[src/rtl/float32_to_mxint8_quantizer.sv]
// Streams BLOCK_SIZE FP32 words into one MXINT8 block: a shared E8M0 scale plus 1.6 fixed-point elements.
// Collect (BLOCK_SIZE cycles), quantize (BLOCK_SIZE cycles), then hold the result until i_ready.
module float32_to_mxint8_quantizer #(
  parameter int BLOCK_SIZE           = 32,
  parameter int SCALE_WIDTH          = 8,
  parameter int MXINT8_ELEMENT_WIDTH = 8,
  parameter int FLOAT32_WIDTH        = 32
) (
  input  logic                            i_clk,
  input  logic                            i_rst,
  input  logic                            i_valid,
  output logic                            o_ready,
  input  logic [FLOAT32_WIDTH-1:0]        i_float32,
  output logic                            o_valid,
  input  logic                            i_ready,
  output logic [SCALE_WIDTH-1:0]          o_scale,
  output logic [MXINT8_ELEMENT_WIDTH-1:0] o_mxint8_elements [BLOCK_SIZE-1:0]
);

  localparam int CNT_W = $clog2(BLOCK_SIZE);

  typedef enum logic [1:0] {S_COLLECT, S_QUANT, S_OUTPUT} state_t;

  state_t                          state_q;
  logic [CNT_W-1:0]                count_q;
  logic [7:0]                      maxexp_q;
  logic                            nan_q;
  logic                            ready_q;
  logic                            valid_q;
  logic [SCALE_WIDTH-1:0]          scale_q;
  // Stored word: {sign, exponent, top 7 mantissa bits}.
  logic [15:0]                     buf_q   [BLOCK_SIZE-1:0];
  logic [MXINT8_ELEMENT_WIDTH-1:0] elems_q [BLOCK_SIZE-1:0];

  logic [7:0]                      in_exp;
  logic [MXINT8_ELEMENT_WIDTH-1:0] elem_d;
  logic                            unused_lsbs;

  // Mantissa bits below the round position can never change the rounded result.
  assign unused_lsbs = ^i_float32[15:0];
  assign in_exp      = i_float32[30:23];

  function automatic logic [7:0] quantize(input logic [15:0] w, input logic [7:0] mexp);
    logic [7:0] d;
    logic [7:0] r8;
    logic [7:0] qr;
    logic [6:0] qs;
    d  = mexp - w[14:7];
    r8 = {1'b1, w[6:0]} >> d[2:0];
    qr = {1'b0, r8[7:1]} + {7'd0, r8[0]};
    qs = qr[7] ? 7'd127 : qr[6:0];
    if (w[14:7] == 8'd0 || d >= 8'd8) return 8'd0;
    return w[15] ? -{1'b0, qs} : {1'b0, qs};
  endfunction

  assign elem_d = nan_q ? '0 : quantize(buf_q[count_q], maxexp_q);

  always_ff @(posedge i_clk) begin
    if (i_rst) begin
      state_q  <= S_COLLECT;
      count_q  <= '0;
      maxexp_q <= '0;
      nan_q    <= 1'b0;
      ready_q  <= 1'b1;
      valid_q  <= 1'b0;
      scale_q  <= '0;
      for (int i = 0; i < BLOCK_SIZE; i++) begin
        buf_q[i]   <= '0;
        elems_q[i] <= '0;
      end
    end else begin
      case (state_q)
        S_COLLECT: begin
          if (i_valid) begin
            buf_q[count_q] <= i_float32[31:16];
            if (in_exp == 8'hFF) nan_q <= 1'b1;
            else if (in_exp > maxexp_q) maxexp_q <= in_exp;
            if (count_q == CNT_W'(BLOCK_SIZE - 1)) begin
              count_q <= '0;
              ready_q <= 1'b0;
              state_q <= S_QUANT;
            end else begin
              count_q <= count_q + 1'b1;
            end
          end
        end
        S_QUANT: begin
          elems_q[count_q] <= elem_d;
          if (count_q == CNT_W'(BLOCK_SIZE - 1)) begin
            count_q <= '0;
            valid_q <= 1'b1;
            scale_q <= nan_q ? '1 : maxexp_q;
            state_q <= S_OUTPUT;
          end else begin
            count_q <= count_q + 1'b1;
          end
        end
        S_OUTPUT: begin
          if (i_ready) begin
            valid_q  <= 1'b0;
            maxexp_q <= '0;
            nan_q    <= 1'b0;
            ready_q  <= 1'b1;
            state_q  <= S_COLLECT;
          end
        end
        default: state_q <= S_COLLECT;
      endcase
    end
  end

  assign o_ready           = ready_q;
  assign o_valid           = valid_q;
  assign o_scale           = scale_q;
  assign o_mxint8_elements = elems_q;

endmodule

[config.mk]
export PLATFORM = sky130hd
export DESIGN_NAME = float32_to_mxint8_quantizer
export DESIGN_NICKNAME = d
export VERILOG_FILES = /design/src/rtl/float32_to_mxint8_quantizer.sv
export SDC_FILE = /design/constraint.sdc
export NUM_CORES = 1
export LEC_CHECK = 0
export CORE_MARGIN = 5
export CORE_UTILIZATION = 58
export DETAILED_ROUTE_END_ITERATION = 7
export GPL_ROUTABILITY_DRIVEN = 1
export GPL_TIMING_DRIVEN = 0
export HOLD_SLACK_MARGIN = 0.06
export PLACE_DENSITY = 0.8
export SLEW_MARGIN = 15
export SYNTH_ARGS = -nofsm -noshare
export SYNTH_HDL_FRONTEND = slang
export SYNTH_SLANG_ARGS = --single-unit
[constraint.sdc]
create_clock -name i_clk -period 8.2 [get_ports i_clk]
set_clock_uncertainty 0.15 [all_clocks]
set_input_delay 1.64 -clock i_clk [delete_from_list [all_inputs] [get_ports i_clk]]
set_output_delay 1.64 -clock i_clk [all_outputs]
set_load 0.02 [all_outputs]
==> results of run 1 <==
==> synthesized netlist by cell type, types with 40 or more instances <==
master	number
o21ai_1	65
and2_1	489
mux4_2	128
nor2_1	186
dfxtp_1	287
nand3b_1	68
mux2i_1	68
edfxtp_1	512
a21oi_1	207
clkbuf_1	193
nand2_1	340
nor3_1	40
==> per-stage QoR <==
| step | power, mW | setup WS, ns | instances | TNS, ns |
|---|---|---|---|---|
| finish | 8.91 | 0.161 | 4151 | 0 |
| global route | 9.11 | 0.0458 | 4151 | 0 |
| CTS | 8.86 | 0.00159 | 4149 | 0 |
| detailed placement | 5.36 | -0.607 | 4002 | -104.29 |
| global placement | 5.32 | -0.427 | 4002 | -57.83 |
| floorplan | 5.07 | 1.69 | 2936 | 0 |
==> kinds of logic (layout without fill, tap and decap cells) <==
group | Yosys count | after routing
and+or+nand+nor | 1257 | 1257
DFF | 799 | 799
AOI/OAI and AO/OA | 370 | 370
buffers and inverters | 271 | 701
muxes | 204 | 204
adders and majority gates | 25 | 25
xor gates and xnor gates | 10 | 10
other | 0 | 3
==> tightest hold or removal path, stage by stage (launching register included) <==
cell	delay [ns]
dfxtp_1	0.31
nand2_1	0.05
a21oi_1	0.05
==> flip-flops by register name, indices dropped and copies added (netlist names), named ones only <==
name and count:
buf_q 512, count_q 5, maxexp_q 8, nan_q 1, o_mxint8_elements 256, o_ready 1, o_scale 8, o_valid 1
state_q 2
==> routing by layer <==
layer  wire length [um]  vias to the layer above
li1                   -                    11100
met1              40400                    12800
met2              50600                     1669
met3              12600                      318
met4               7080                        0
met5                  0                        -
==> power groups by stage <==
stage	Sequential [mW]	Clock [mW]	Combinational, mW
after floorplan	4.47	0	0.602
after global placement	4.47	0	0.846
after detailed placement	4.48	0	0.875
after CTS	4.40	3.58	0.884
after global routing	4.40	3.75	0.960
final	4.40	3.59	0.914
==> layout make-up <==
| class | count | area, sq um |
|---|---|---|
| sequential | 799 | 21100 |
| multi-input combinational | 1866 | 12900 |
| clock buffer | 116 | 2260 |
| buffer | 249 | 1110 |
| fill | 4208 | 18600 |
| antenna | 3 | 7.51 |
| timing repair buffer | 284 | 2840 |
| inverter | 20 | 75.1 |
| tap | 782 | 978 |
| clock inverter | 32 | 275 |
==> path summary, 6_finish.rpt <==
path	from	to	slack, ns
setup / recovery	register	o_mxint8_elements[148]$_SDFFE_PP0P_	0.16
hold / removal	o_mxint8_elements[219]$_SDFFE_PP0P_	o_mxint8_elements[219]$_SDFFE_PP0P_	0.31
setup reg to reg	register	o_mxint8_elements[148]$_SDFFE_PP0P_	0.16
hold reg to reg	o_mxint8_elements[219]$_SDFFE_PP0P_	o_mxint8_elements[219]$_SDFFE_PP0P_	0.31
==> cells in the final DEF (no fill, tap or decap), drive strengths merged, types with 38 or more instances in the layout <==
cell	instances
clkbuf	312
o21ai	76
nand3b	68
nand2	340
buf	53
edfxtp	512
a21oi	217
nor2	186
nor3	41
clkdlybuf4s50	284
mux2i	69
mux4	128
dfxtp	287
and2	490
or2	38
nand3	39
==> timing repair <==
| item | CTS | global route |
|---|---|---|
| hold buffers | 0 | 0 |
| cloned | 0 | 0 |
| setup endpoints to repair | 254 | 254 |
| resized for setup | 9 | 18 |
| pin swaps | 0 | 0 |
==> flow_summary.json, run 1 <==
{
  "run_status": "finished clean",
  "synth_edf_count": 512,
  "worst_pin_slew_ns": 1.21,
  "r2r_cells": 22,
  "power_density_mw_per_mm2": 214,
  "yosysSeqAreaShare_pct": 60.1,
  "io_buffers": 284,
  "antenna_found_initial": 3,
  "whs_ns": 0.306,
  "fmax_mhz": 124,
  "cts_buffers": 80,
  "wirelength_mm": 111,
  "ys_ff_latch": 799,
  "dr.pass1.iters": 6,
  "drt-initial-drc-count": 3516,
  "switching_share_pct": 24.7,
  "fin_crit_ns": 8.04,
  "worstSetupPathDepth": 22,
  "crit_slowest_cell": "clkbuf_1",
  "grt_busiest_layer": "met2",
  "pwr-share-clk_pct": 40.4,
  "initial_core_util_pct": 58.4,
  "synthAdderAreaFrac_pct": 0.912,
  "drc": 0,
  "yosys.area_share.simple_pct": 18.9,
  "critical_path_buf_inv_count": 4,
  "cts.sinks": 799,
  "via_count": 25900,
  "die_h_um": 256,
  "grtUsageMet1_pct": 43.3,
  "hold_path_depth": 2,
  "endpoint_kind": "register",
  "synthTopCellsByArea": "edfxtp_1, dfxtp_1, and2_1",
  "grt_pass1_vias": 25400,
  "overflow": 0,
  "switchingPower_mw": 2.20,
  "synth_cell_types": 70,
  "synth_top_area_share_pct": 43.8,
  "clock_latency_ns": 0.63,
  "dieArea_sq_mm": 0.0656,
  "ant_nets": 0,
  "wl_per_cell_um": 26.7,
  "met3_usage_pct": 7.61,
  "utilization_pct": 69.1,
  "path_cells": "clkbuf_1 > clkbuf_1 > mux4_2 > mux2i_2 > ha_1 > xnor2_1 > nor2_1 > a211oi_1 > a211oi_1 > a21oi_1 > ha_1 > ha_1 > inv_1 > nor4_1 > a211oi_2 > o21a_1 > nor3b_1 > a21oi_1 > xor2_1 > nand2_1 > buf_2 > o21ai_1",
  "cp_common_cell": "ha_1",
  "cts_tree": "yes",
  "design.core.area_sq_mm": 0.0601,
  "yosysTopAreaCell": "edfxtp_1",
  "io_pins": 302,
  "grtUsageMet2_pct": 50.6,
  "maxCapViolCount": 0,
  "max_slew_margin_pct": 19.1,
  "maxSlewViolCount": 0,
  "synthMuxAreaShare_pct": 10.4,
  "p_leak_nw": 14.2,
  "placedInstanceArea_sq_mm": 0.0390,
  "peakVddDrop_uv": 154,
  "setup_viol": 0,
  "rsz0062_at_grt": "no",
  "avgSynthCellArea_sq_um": 12.0,
  "crit_required_ns": 8.54,
  "drive_gt1_share_pct": 11.1,
  "max_stage_delay_ns": 0.97,
  "combPwrFrac_pct": 10.3,
  "synth_flop_cell": "edfxtp_1",
  "die_x_um": 256,
  "clkTransAtPathRegs_ns": 0.06,
  "syn_nets": 2997,
  "routabilityCongestion": 0.954,
  "nets": 3361,
  "syn_area_sq_mm": 0.0351,
  "finalHoldViolCount": 0,
  "cp_data_arrival_time_ns": 8.38,
  "path_class": "register to register",
  "cts_buffer_depth": 3,
  "dpl.hpwl_mm": 79.1,
  "synth_xor_area_share_pct": 0.324,
  "grt_pass1_wl_mm": 162,
  "synth_compound_area_share_pct": 6.04,
  "ctsRootBufferMaster": "clkbuf_16",
  "cpLargestDelayFamily": "buffers and inverters",
  "synth_cells": 2936,
  "grt_max_degree": 20,
  "placementRows": 90,
  "synthArstFlopShare_pct": 0,
  "h-tree-depth": 3,
  "synth_warnings": 0,
  "seq_power_share_pct": 49.4,
  "cp_max_fo": 10,
  "post-route-period-util_pct": 98.0,
  "synth_top_family_by_area": "simple AND/OR/NAND/NOR gates",
  "vias_per_cell": 6.24,
  "syn_to_final_growth_pct": 18.3,
  "grt_usage_pct": 32.8,
  "fin_area_sq_mm": 0.0416,
  "cts_setup_buffers": 0,
  "hp-class": "register to register",
  "cp-start-kind": "register",
  "p_int_mw": 6.71
}
No activity file was read; power rests on OpenSTA's default activity.
==> run 2: changes to the inputs <==
- CORE_UTILIZATION: 58 -> 60
- CTS_BUF_LIST: default -> sky130_fd_sc_hd__clkbuf_4
- PLACE_DENSITY: 0.8 -> 0.82
==> run 2 against run 1 <==
Final area decreased by 0.35%; non-clock buffer count is the same; register-to-register slack better by 0.14 ns; combinational power shrank 0.5%; fmax grew 1.8%; flip-flop and latch count unchanged; hold slack improved by 0.0013 ns.
==> flow_summary.json, run 2 (same netlist as run 1, synthesis figures left out) <==
{
  "overflow": 0,
  "clock_latency_ns": 1.05,
  "hp-class": "register to register",
  "ant_nets": 0,
  "r2r_cells": 25,
  "path_class": "register to register",
  "max_stage_delay_ns": 0.59,
  "max_slew_margin_pct": 19.4,
  "drc": 0,
  "io_pins": 302,
  "worst_pin_slew_ns": 1.20,
  "maxCapViolCount": 0,
  "top_register": "buf_q",
  "switchingPower_mw": 2.25,
  "fin_area_sq_mm": 0.0414,
  "drt-initial-drc-count": 3273,
  "vias_per_cell": 6.21,
  "cp-start-kind": "register",
  "maxSlewViolCount": 0,
  "p_int_mw": 6.35,
  "initial_core_util_pct": 60.8,
  "die_h_um": 252,
  "cp_data_arrival_time_ns": 8.62,
  "seq_power_share_pct": 51.1,
  "hp-start": "o_mxint8_elements[202]$_SDFFE_PP0P_",
  "p_leak_nw": 14.4,
  "io_buffers": 284,
  "clkTransAtPathRegs_ns": 0.07,
  "cp_common_cell": "ha_1",
  "cpLargestDelayFamily": "buffers and inverters",
  "whs_endpoint": "o_mxint8_elements[202]$_SDFFE_PP0P_",
  "rsz0062_at_grt": "no",
  "crit_required_ns": 8.92,
  "wirelength_mm": 110,
  "endpoint_kind": "register",
  "nets": 3475,
  "setup_viol": 0,
  "worstSetupPathDepth": 25,
  "finalHoldViolCount": 0,
  "layout_common_cells": "edfxtp_1, and2_1, nand2_1",
  "grt_pass1_vias": 26600,
  "largest_register_ffs": 512,
  "ctsRootBufferMaster": "clkbuf_4",
  "peakVddDrop_uv": 124,
  "cts_tree": "yes",
  "cts.sinks": 799,
  "final_common_cell": "edfxtp_1",
  "finalSetupTns_ns": 0,
  "cts_buffers": 194,
  "p_total_mw": 8.60,
  "utilization_pct": 71.6,
  "post-route-period-util_pct": 96.3,
  "grt_pass1_wl_mm": 162,
  "ctsHoldBuffers": 0,
  "antenna_found_initial": 6,
  "placedInstanceArea_sq_mm": 0.0389,
  "run_status": "finished clean",
  "pwr-share-clk_pct": 38.3,
  "crit_slowest_cell": "mux4_2",
  "multi_input_area_sq_mm": 0.0129,
  "whs_ns": 0.307,
  "die_x_um": 252,
  "routabilityCongestion": 0.939,
  "dieArea_sq_mm": 0.0635,
  "cp_max_fo": 10,
  "placementRows": 88,
  "fmax_mhz": 127,
  "grt_max_degree": 20,
  "fillers": 3878,
  "combPwrFrac_pct": 10.6,
  "r2r_slack_ns": 0.30,
  "grt_usage_pct": 34.0,
  "critical_path_buf_inv_count": 7,
  "switching_share_pct": 26.2,
  "h-tree-depth": 4,
  "hold_path_depth": 2,
  "dpl.hpwl_mm": 78.9,
  "cts_buffer_depth": 3,
  "fin_crit_ns": 7.90,
  "dr.pass1.iters": 6,
  "power_density_mw_per_mm2": 208,
  "wl_per_cell_um": 25.5,
  "design.core.area_sq_mm": 0.0578,
  "syn_to_final_growth_pct": 17.9,
  "cts_setup_buffers": 0,
  "via_count": 26800,
  "rr_endpoint": "o_mxint8_elements[142]$_SDFFE_PP0P_",
  "drive_gt1_share_pct": 15.7,
  "seqCellArea_sq_mm": 0.0211
}
## run 2: cell types whose count changed in the layout (fill, tap and decap cells not counted), moves of 3 or more
cell / delta
clkbuf_4: +277
clkbuf_1: -28
clkbuf_16: -81
clkinv_1: +20
diode_2: +3
clkinv_2: -6
clkinv_4: +3
clkbuf_8: -10
inv_2: +3
## run 2: worst max path at each step
stage,slack (ns),start,endpoint
CTS,0.07,register,o_mxint8_elements[178]$_SDFFE_PP0P_
global route,0.04,register,o_mxint8_elements[226]$_SDFFE_PP0P_
detailed placement,-0.67,register,o_mxint8_elements[138]$_SDFFE_PP0P_
finish,0.30,register,o_mxint8_elements[142]$_SDFFE_PP0P_
global placement,-0.46,register,o_mxint8_elements[138]$_SDFFE_PP0P_
floorplan,1.69,register,o_mxint8_elements[114]$_SDFFE_PP0P_
## run 2: worst min-delay path, delay by kind of cell (launching register included)
kind	cells	cell delay, ns
DFF	1	0.31
AOI/OAI and AO/OA	1	0.05
and+or+nand+nor	1	0.05
## run 2: final cells by class
type	count	share of cell area, %
Sequential cell	799	51.0
Multi-Input combinational cell	1866	31.1
Timing Repair Buffer	284	6.87
Clock buffer	276	5.00
Buffer	249	2.70
Tap cell	765	2.31
Clock inverter	48	0.771
Inverter	20	0.181
Antenna cell	6	0.0363
## run 2: what timing repair did
item                                    CTS  global route
gates resized for setup                  10            25
cloned                                    0             0
endpoints found under the setup margin  254           219
endpoints found under the hold margin     0             0
## run 2: power groups by stage
stage	Sequential [mW]	Combinational [mW]	Clock, mW
6_report	4.40	0.909	3.30
5_1_grt	4.40	0.956	3.49
4_1_cts	4.40	0.884	3.28
3_5_place_dp	4.48	0.877	0
3_3_place_gp	4.47	0.847	0
2_1_floorplan	4.47	0.602	0
## run 2: metrics by stage
step | instances | setup slack, ns
after floorplan | 2936 | 1.69
after global placement | 3985 | -0.455
after detailed placement | 3985 | -0.673
after CTS | 4308 | 0.0741
after global routing | 4312 | 0.0360
final | 4313 | 0.304
## run 2: layer usage
metal  part of all wire, %  up-vias  GRT usage [%]  wire length, um
li1                      -    11400              -                -
met2                    45     1935           51.4            49700
met1                    36    13000           43.6            39200
met3                    12      404           11.1            13700
met4                   6.6        4           19.1             7270
met5                 0.088        -          0.902               97
